===== config.mk =====
export PLATFORM = sky130hd
export DESIGN_NAME = fetch_redirect_unit_flat
export DESIGN_NICKNAME = d
export VERILOG_FILES = /design/src/rtl/fetch_redirect_unit_pkg.sv /design/src/rtl/fetch_redirect_unit_if.sv /design/src/rtl/fetch_redirect_unit_ifid_reg.sv /design/src/rtl/fetch_redirect_unit.sv /design/src/flat_wrapper.sv
export SDC_FILE = /design/constraint.sdc
export NUM_CORES = 1
export LEC_CHECK = 0
export BUFFER_PORTS_ARGS = -buffer_cell sky130_fd_sc_hd__buf_2
export CORE_MARGIN = 2
export CORE_UTILIZATION = 51
export DETAILED_ROUTE_END_ITERATION = 10
export GPL_TIMING_DRIVEN = 0
export PLACE_DENSITY = 0.81
export SLEW_MARGIN = 20
export SYNTH_ARGS = -nofsm -noshare
export SYNTH_HDL_FRONTEND = slang
export SYNTH_HIERARCHICAL = 1
export SYNTH_SLANG_ARGS = --single-unit

===== constraint.sdc =====
create_clock -name clk -period 2.3 [get_ports clk]
set_input_delay 0.115 -clock clk [delete_from_list [all_inputs] [get_ports clk]]
set_output_delay 0.115 -clock clk [all_outputs]
set_load 0.05 [all_outputs]

===== src/rtl/fetch_redirect_unit_pkg.sv =====
// antares_pkg: shared constants, IF/ID register layout and PC alignment helper
// for the Antares-R2 fetch stage.
package antares_pkg;
   localparam logic [31:0] NOP_INSTR        = 32'h0000_0000;
   localparam logic [31:0] PC_STEP          = 32'd4;
   localparam logic [31:0] DEFAULT_RESET_PC = 32'h0000_0000;

   typedef struct packed {
      logic [31:0] instr;
      logic [31:0] pc4;
      logic        valid;
   } ifid_t;

   function automatic logic [31:0] word_align(input logic [31:0] a);
      return {a[31:2], 2'b00};
   endfunction
endpackage


===== src/rtl/fetch_redirect_unit_if.sv =====
// fetch_redirect_unit_if: ID-side controls, instruction memory port and IF/ID outputs
// of the fetch stage; slave is the fetch unit, master is its environment.
interface fetch_redirect_unit_if #(parameter int CNT_W = 16);
   logic             stall;
   logic             selPC;
   logic [31:0]      branch_target;
   logic             jump;
   logic [31:0]      jump_target;
   logic [31:0]      imem_data;
   logic [31:0]      imem_addr;
   logic [31:0]      ifid_instr;
   logic [31:0]      ifid_pc4;
   logic             ifid_valid;
   logic [CNT_W-1:0] redirect_count;
   logic             misaligned;

   modport slave (
      input  stall, selPC, branch_target, jump, jump_target, imem_data,
      output imem_addr, ifid_instr, ifid_pc4, ifid_valid, redirect_count, misaligned
   );

   modport master (
      output stall, selPC, branch_target, jump, jump_target, imem_data,
      input  imem_addr, ifid_instr, ifid_pc4, ifid_valid, redirect_count, misaligned
   );
endinterface


===== src/rtl/fetch_redirect_unit_ifid_reg.sv =====
// fetch_ifid_reg: IF/ID pipeline register; hold freezes it, flush loads a bubble
// (hold takes priority so a stalled redirect never squashes).
module fetch_ifid_reg
   import antares_pkg::*;
(
   input  logic        clk,
   input  logic        rst_n,
   input  logic        hold_i,
   input  logic        flush_i,
   input  logic [31:0] instr_i,
   input  logic [31:0] pc4_i,
   output ifid_t       ifid_o
);
   localparam ifid_t BUBBLE = '{instr: NOP_INSTR, pc4: 32'h0, valid: 1'b0};

   ifid_t ifid_q, ifid_d;

   always_comb
      ifid_d = hold_i  ? ifid_q :
               flush_i ? BUBBLE :
                         '{instr: instr_i, pc4: pc4_i, valid: 1'b1};

   always_ff @(posedge clk or negedge rst_n)
      if (!rst_n) ifid_q <= BUBBLE;
      else        ifid_q <= ifid_d;

   assign ifid_o = ifid_q;
endmodule


===== src/rtl/fetch_redirect_unit.sv =====
// fetch_redirect_unit: PC owner and IF stage; redirects on ID-resolved branch/jump
// with a one-bubble penalty, honours stalls, counts redirects, flags misaligned targets.
module fetch_redirect_unit
   import antares_pkg::*;
#(
   parameter logic [31:0] RESET_PC = DEFAULT_RESET_PC,
   parameter int          CNT_W    = 16
) (
   input logic                  clk,
   input logic                  rst_n,
   fetch_redirect_unit_if.slave bus
);
   logic [31:0]      pc_q, pc_d, pc4, tgt;
   logic [CNT_W-1:0] cnt_q, cnt_d;
   logic             mis_q, mis_d;
   logic             redir;
   ifid_t            ifid;

   // a bubble in IF/ID masks ID's select lines, so redirects can never chain
   assign redir = ifid.valid & ~bus.stall & (bus.selPC | bus.jump);
   assign tgt   = bus.selPC ? bus.branch_target : bus.jump_target;
   assign pc4   = pc_q + PC_STEP;

   always_comb begin
      pc_d  = bus.stall ? pc_q : redir ? word_align(tgt) : pc4;
      cnt_d = (redir && !(&cnt_q)) ? cnt_q + 1'b1 : cnt_q;
      mis_d = mis_q | (redir & |tgt[1:0]);
   end

   always_ff @(posedge clk or negedge rst_n)
      if (!rst_n) begin
         pc_q  <= RESET_PC;
         cnt_q <= '0;
         mis_q <= 1'b0;
      end else begin
         pc_q  <= pc_d;
         cnt_q <= cnt_d;
         mis_q <= mis_d;
      end

   fetch_ifid_reg u_ifid (
      .clk     (clk),
      .rst_n   (rst_n),
      .hold_i  (bus.stall),
      .flush_i (redir),
      .instr_i (bus.imem_data),
      .pc4_i   (pc4),
      .ifid_o  (ifid)
   );

   assign bus.imem_addr      = pc_q;
   assign bus.ifid_instr     = ifid.instr;
   assign bus.ifid_pc4       = ifid.pc4;
   assign bus.ifid_valid     = ifid.valid;
   assign bus.redirect_count = cnt_q;
   assign bus.misaligned     = mis_q;
endmodule


===== src/flat_wrapper.sv =====
// flat-port wrapper written by rule: the top's interface ports become plain ports
module fetch_redirect_unit_flat import antares_pkg::*;
#(
   parameter logic [31:0] RESET_PC = DEFAULT_RESET_PC,
   parameter int          CNT_W    = 16
)
  (clk, rst_n, bus_stall, bus_selPC, bus_branch_target, bus_jump, bus_jump_target, bus_imem_data, bus_imem_addr, bus_ifid_instr, bus_ifid_pc4, bus_ifid_valid, bus_redirect_count, bus_misaligned);
  fetch_redirect_unit_if #(.CNT_W(CNT_W)) bus_i ();
  input logic clk;
  input logic rst_n;
  input wire logic [$bits(bus_i.stall)-1:0] bus_stall;
  input wire logic [$bits(bus_i.selPC)-1:0] bus_selPC;
  input wire logic [$bits(bus_i.branch_target)-1:0] bus_branch_target;
  input wire logic [$bits(bus_i.jump)-1:0] bus_jump;
  input wire logic [$bits(bus_i.jump_target)-1:0] bus_jump_target;
  input wire logic [$bits(bus_i.imem_data)-1:0] bus_imem_data;
  output wire logic [$bits(bus_i.imem_addr)-1:0] bus_imem_addr;
  output wire logic [$bits(bus_i.ifid_instr)-1:0] bus_ifid_instr;
  output wire logic [$bits(bus_i.ifid_pc4)-1:0] bus_ifid_pc4;
  output wire logic [$bits(bus_i.ifid_valid)-1:0] bus_ifid_valid;
  output wire logic [$bits(bus_i.redirect_count)-1:0] bus_redirect_count;
  output wire logic [$bits(bus_i.misaligned)-1:0] bus_misaligned;
  assign bus_i.stall = bus_stall;
  assign bus_i.selPC = bus_selPC;
  assign bus_i.branch_target = bus_branch_target;
  assign bus_i.jump = bus_jump;
  assign bus_i.jump_target = bus_jump_target;
  assign bus_i.imem_data = bus_imem_data;
  assign bus_imem_addr = bus_i.imem_addr;
  assign bus_ifid_instr = bus_i.ifid_instr;
  assign bus_ifid_pc4 = bus_i.ifid_pc4;
  assign bus_ifid_valid = bus_i.ifid_valid;
  assign bus_redirect_count = bus_i.redirect_count;
  assign bus_misaligned = bus_i.misaligned;
  fetch_redirect_unit #(.RESET_PC(RESET_PC), .CNT_W(CNT_W)) u_core (.clk(clk), .rst_n(rst_n), .bus(bus_i));
endmodule

==> impl_metrics.env <==
export IMPL_wl_um=17500
export IMPL_globalplace_congestion=0.927
export IMPL_syn_inst=670
export IMPL_crit_path_max_fanout=7
export IMPL_endpoint="u_core/u_ifid/ifid_o[23]"
export IMPL_clock_latency_ns=0.34
export IMPL_drc=0
export IMPL_yosys_warnings=6
export IMPL_core_area_um2=11900
export IMPL_grt_pass1_vias=5500
export IMPL_worst_pin_slew_ns=0.734
export IMPL_die_area_um2=12900
export IMPL_detailedPlace_worstSlack_ns=0.166
export IMPL_final_cells=1053
export IMPL_hold_viol=0
export IMPL_antenna_cells=0
export IMPL_r2r_start="u_core/bus.imem_addr[2]"
export IMPL_reg2regPathDepth=7
export IMPL_fin_tns_setup_ns=0
export IMPL_portBuffers=211
export IMPL_ctsLongestPathBuffers=2
export IMPL_clock_sinks=112
export IMPL_status="finished clean"
export IMPL_crit_path_end_kind="flip-flop"
export IMPL_clockPowerShare_pct=23.6
export IMPL_fill_cells=1046
export IMPL_dpl_instance_area_um2=7430
export IMPL_period_minus_slack_ns=2.17
export IMPL_dr_total_vias=5756
export IMPL_r2r_end="u_core/u_ifid/ifid_o[23]"
export IMPL_area_growth_pct=27.0
export IMPL_fmax_mhz=462
export IMPL_avgSynthCellArea_um2=9.17
export IMPL_grt_pass1_wl_um=28000
export IMPL_hpwl_um=13000
export IMPL_swShare_pct=43.8
export IMPL_antenna_found_initial=0
export IMPL_yosysTopAreaCell="dfrtp_1"
export IMPL_grt_max_degree=76
export IMPL_place_inst=1032
export IMPL_critPathArrivalTime_ns=2.44
export IMPL_track_usage_pct=27.6
export IMPL_cts_buffers=9
export IMPL_synth_enable_flop_cells=0
export IMPL_worstHoldPathType="in2reg"
export IMPL_syn_area_um2=6140
export IMPL_ff2ff_setup_slack_ns=0.13
export IMPL_io_pins=215
export IMPL_pwr_density_cell_nw_per_um2=927
export IMPL_relSlewSlack_pct=51.1
export IMPL_initial_utilization_pct=51.8
export IMPL_yosysUniqueCellTypes=57
export IMPL_pwr_share_comb_pct=39.9
export IMPL_netlist_top_cells_area="dfrtp_1, nand2b_1, nand2_1, o21ai_1, xnor2_1"
export IMPL_synth_flop_cell="dfrtp_1"
export IMPL_worst_setup_path_type="reg2reg"
export IMPL_via_per_inst=5.47
export IMPL_die_h_um=114
export IMPL_post_cts_resized=0
export IMPL_rsz0062_at_grt="no"
export IMPL_finalNetCount=1004
export IMPL_ant_nets=0
export IMPL_synth_seq_area_share_pct=45.6
export IMPL_setup_viol=0
export IMPL_cts_clk_slew_worst_paths_ns=0.08
export IMPL_cts_root_buf="clkbuf_16"
export IMPL_hold_ws_ns=0.00868
export IMPL_p_seq_share_pct=36.5
export IMPL_hp_start="bus_imem_data[14]"
export IMPL_ir_worst_vdd_v=0.000696
export IMPL_finClkSkew_ns=0.00946
export IMPL_p_sw_mw=3.16
export IMPL_wl_per_cell_um=16.6
export IMPL_rows=40
export IMPL_slew_violations=0
export IMPL_synth_seq_cells=112
export IMPL_post_route_cell_area_um2=7800
export IMPL_p_leak_nw=3.79
export IMPL_worst_slack_ns=0.133
export IMPL_min_period_over_period_pct=94.2
export IMPL_drtPass1Iterations=5
export IMPL_netlist_area_leader_share_pct=45.6
export IMPL_worstPathRequired_ns=2.58
export IMPL_startpoint_type="flip-flop"
export IMPL_cap_violations=0
export IMPL_grt_overflow_total=0
export IMPL_synth_async_sr_flop_share_pct=100
export IMPL_internal_power_mw=4.07
export IMPL_dieWidth_um=114
export IMPL_drive_gt1_share_pct=31.2
export IMPL_cts_tree="built"
export IMPL_drtIter0Drc=339
export IMPL_worstSetupStartpoint="u_core/bus.imem_addr[2]"
export IMPL_cts_max_level=3
[routing by layer]
| layer | global-route usage (%) | part of all wire (%) |
|---|---|---|
| met4 | 8.54 | 1.7 |
| met1 | 36.6 | 42 |
| met2 | 45.1 | 48 |
| met3 | 6.75 | 8.4 |
| met5 | 0 | 0 |
[final cells by class]
type                            count  area [µm²]  area share [%]
Buffer                             53         260            3.34
Inverter                            7        26.3           0.337
Multi-Input combinational cell    501        3060            39.3
Sequential cell                   112        2800            35.9
Clock buffer                        9         225            2.89
Timing Repair Buffer              217        1130            14.6
Clock inverter                      7         101            1.30
Tap cell                          147         184            2.36
[Yosys cell counts (10+ instances only)]
cell,instances
a21oi_1,22
buf_2,19
clkbuf_1,18
dfrtp_1,112
mux2i_1,20
nand2_1,95
nand2b_1,63
nand3_1,27
nand4_1,10
nor2_1,26
o21ai_0,16
o21ai_1,63
xnor2_1,30
xor2_1,11
[layout by cell type (no fill, tap or decap), drive strengths merged, types with 9 or more instances in the layout]
| cell type | n |
|---|---|
| xor2 | 11 |
| nor2 | 29 |
| nand3 | 28 |
| o21ai | 79 |
| inv | 10 |
| mux2i | 20 |
| nand2 | 95 |
| and3 | 9 |
| nand4 | 13 |
| clkbuf | 33 |
| buf | 243 |
| xnor2 | 30 |
| nand2b | 63 |
| a21oi | 22 |
| dfrtp | 112 |
| a211oi | 9 |
[how the worst min path moves through the flow]
stage,slack [ns],end,cells after the start
after global placement,0.34,u_core/u_ifid/ifid_o[62],2
after detailed placement,0.04,u_core/bus.redirect_count[12],1
after global routing,0.006,u_core/u_ifid/ifid_o[50],3
final,0.009,u_core/u_ifid/ifid_o[47],3
after CTS,0.0003,u_core/u_ifid/ifid_o[47],3
after floorplan,-0.18,u_core/bus.imem_addr[10],0
[sequential cells by signal, summed over array words and instances, names as in the netlist]
register,cells
u_core/u_ifid/ifid_o,65
u_core/bus.redirect_count,16
u_core/bus.imem_addr,30
u_core/bus.misaligned,1
[power groups by stage]
| stage | combinational (mW) | clock (mW) | sequential [mW] |
|---|---|---|---|
| after floorplan | 0.896 | 0 | 3.85 |
| after global placement | 2.83 | 0 | 2.67 |
| after detailed placement | 2.87 | 0 | 2.67 |
| after CTS | 2.89 | 1.75 | 2.64 |
| after global routing | 3.07 | 1.83 | 2.70 |
| final | 2.88 | 1.71 | 2.64 |
[worst max-delay path, cell delays in order, from the launching register on]
cell      delay (ns)
dfrtp_1         0.43
ha_1            0.29
nand3_1         0.22
nor4_4          0.40
and3_1          0.30
xor2_1          0.24
nand2b_1        0.10
o21ai_1         0.11
[stage by stage]
| stage | power [mW] | utilization, % |
|---|---|---|
| after floorplan | 4.74 | - |
| after global routing | 7.60 | 65.7 |
| after CTS | 7.27 | 65.6 |
| final | 7.23 | 65.7 |
| after detailed placement | 5.54 | 62.6 |
| after global placement | 5.50 | 62.3 |
[cell families after synthesis]
| group | Yosys count | share of synthesized area, % |
|---|---|---|
| flip-flops | 112 | 45.6 |
| multiplexers | 26 | 4.36 |
| AND/OR/NAND/NOR | 270 | 23.5 |
| AO/OA/AOI/OAI | 158 | 15.5 |
| adder cells (fa/ha/maj) | 2 | 0.407 |
| other | 1 | 0.0611 |
| XOR/XNOR | 41 | 5.85 |
| buffers and inverters | 60 | 4.66 |
[repair_timing]
item,in CTS,in global routing
buffers inserted,0,2
hold buffers,3,0
setup endpoints to repair,0,6
hold endpoints to repair,39,0
(Power assumes the default switching activity.)
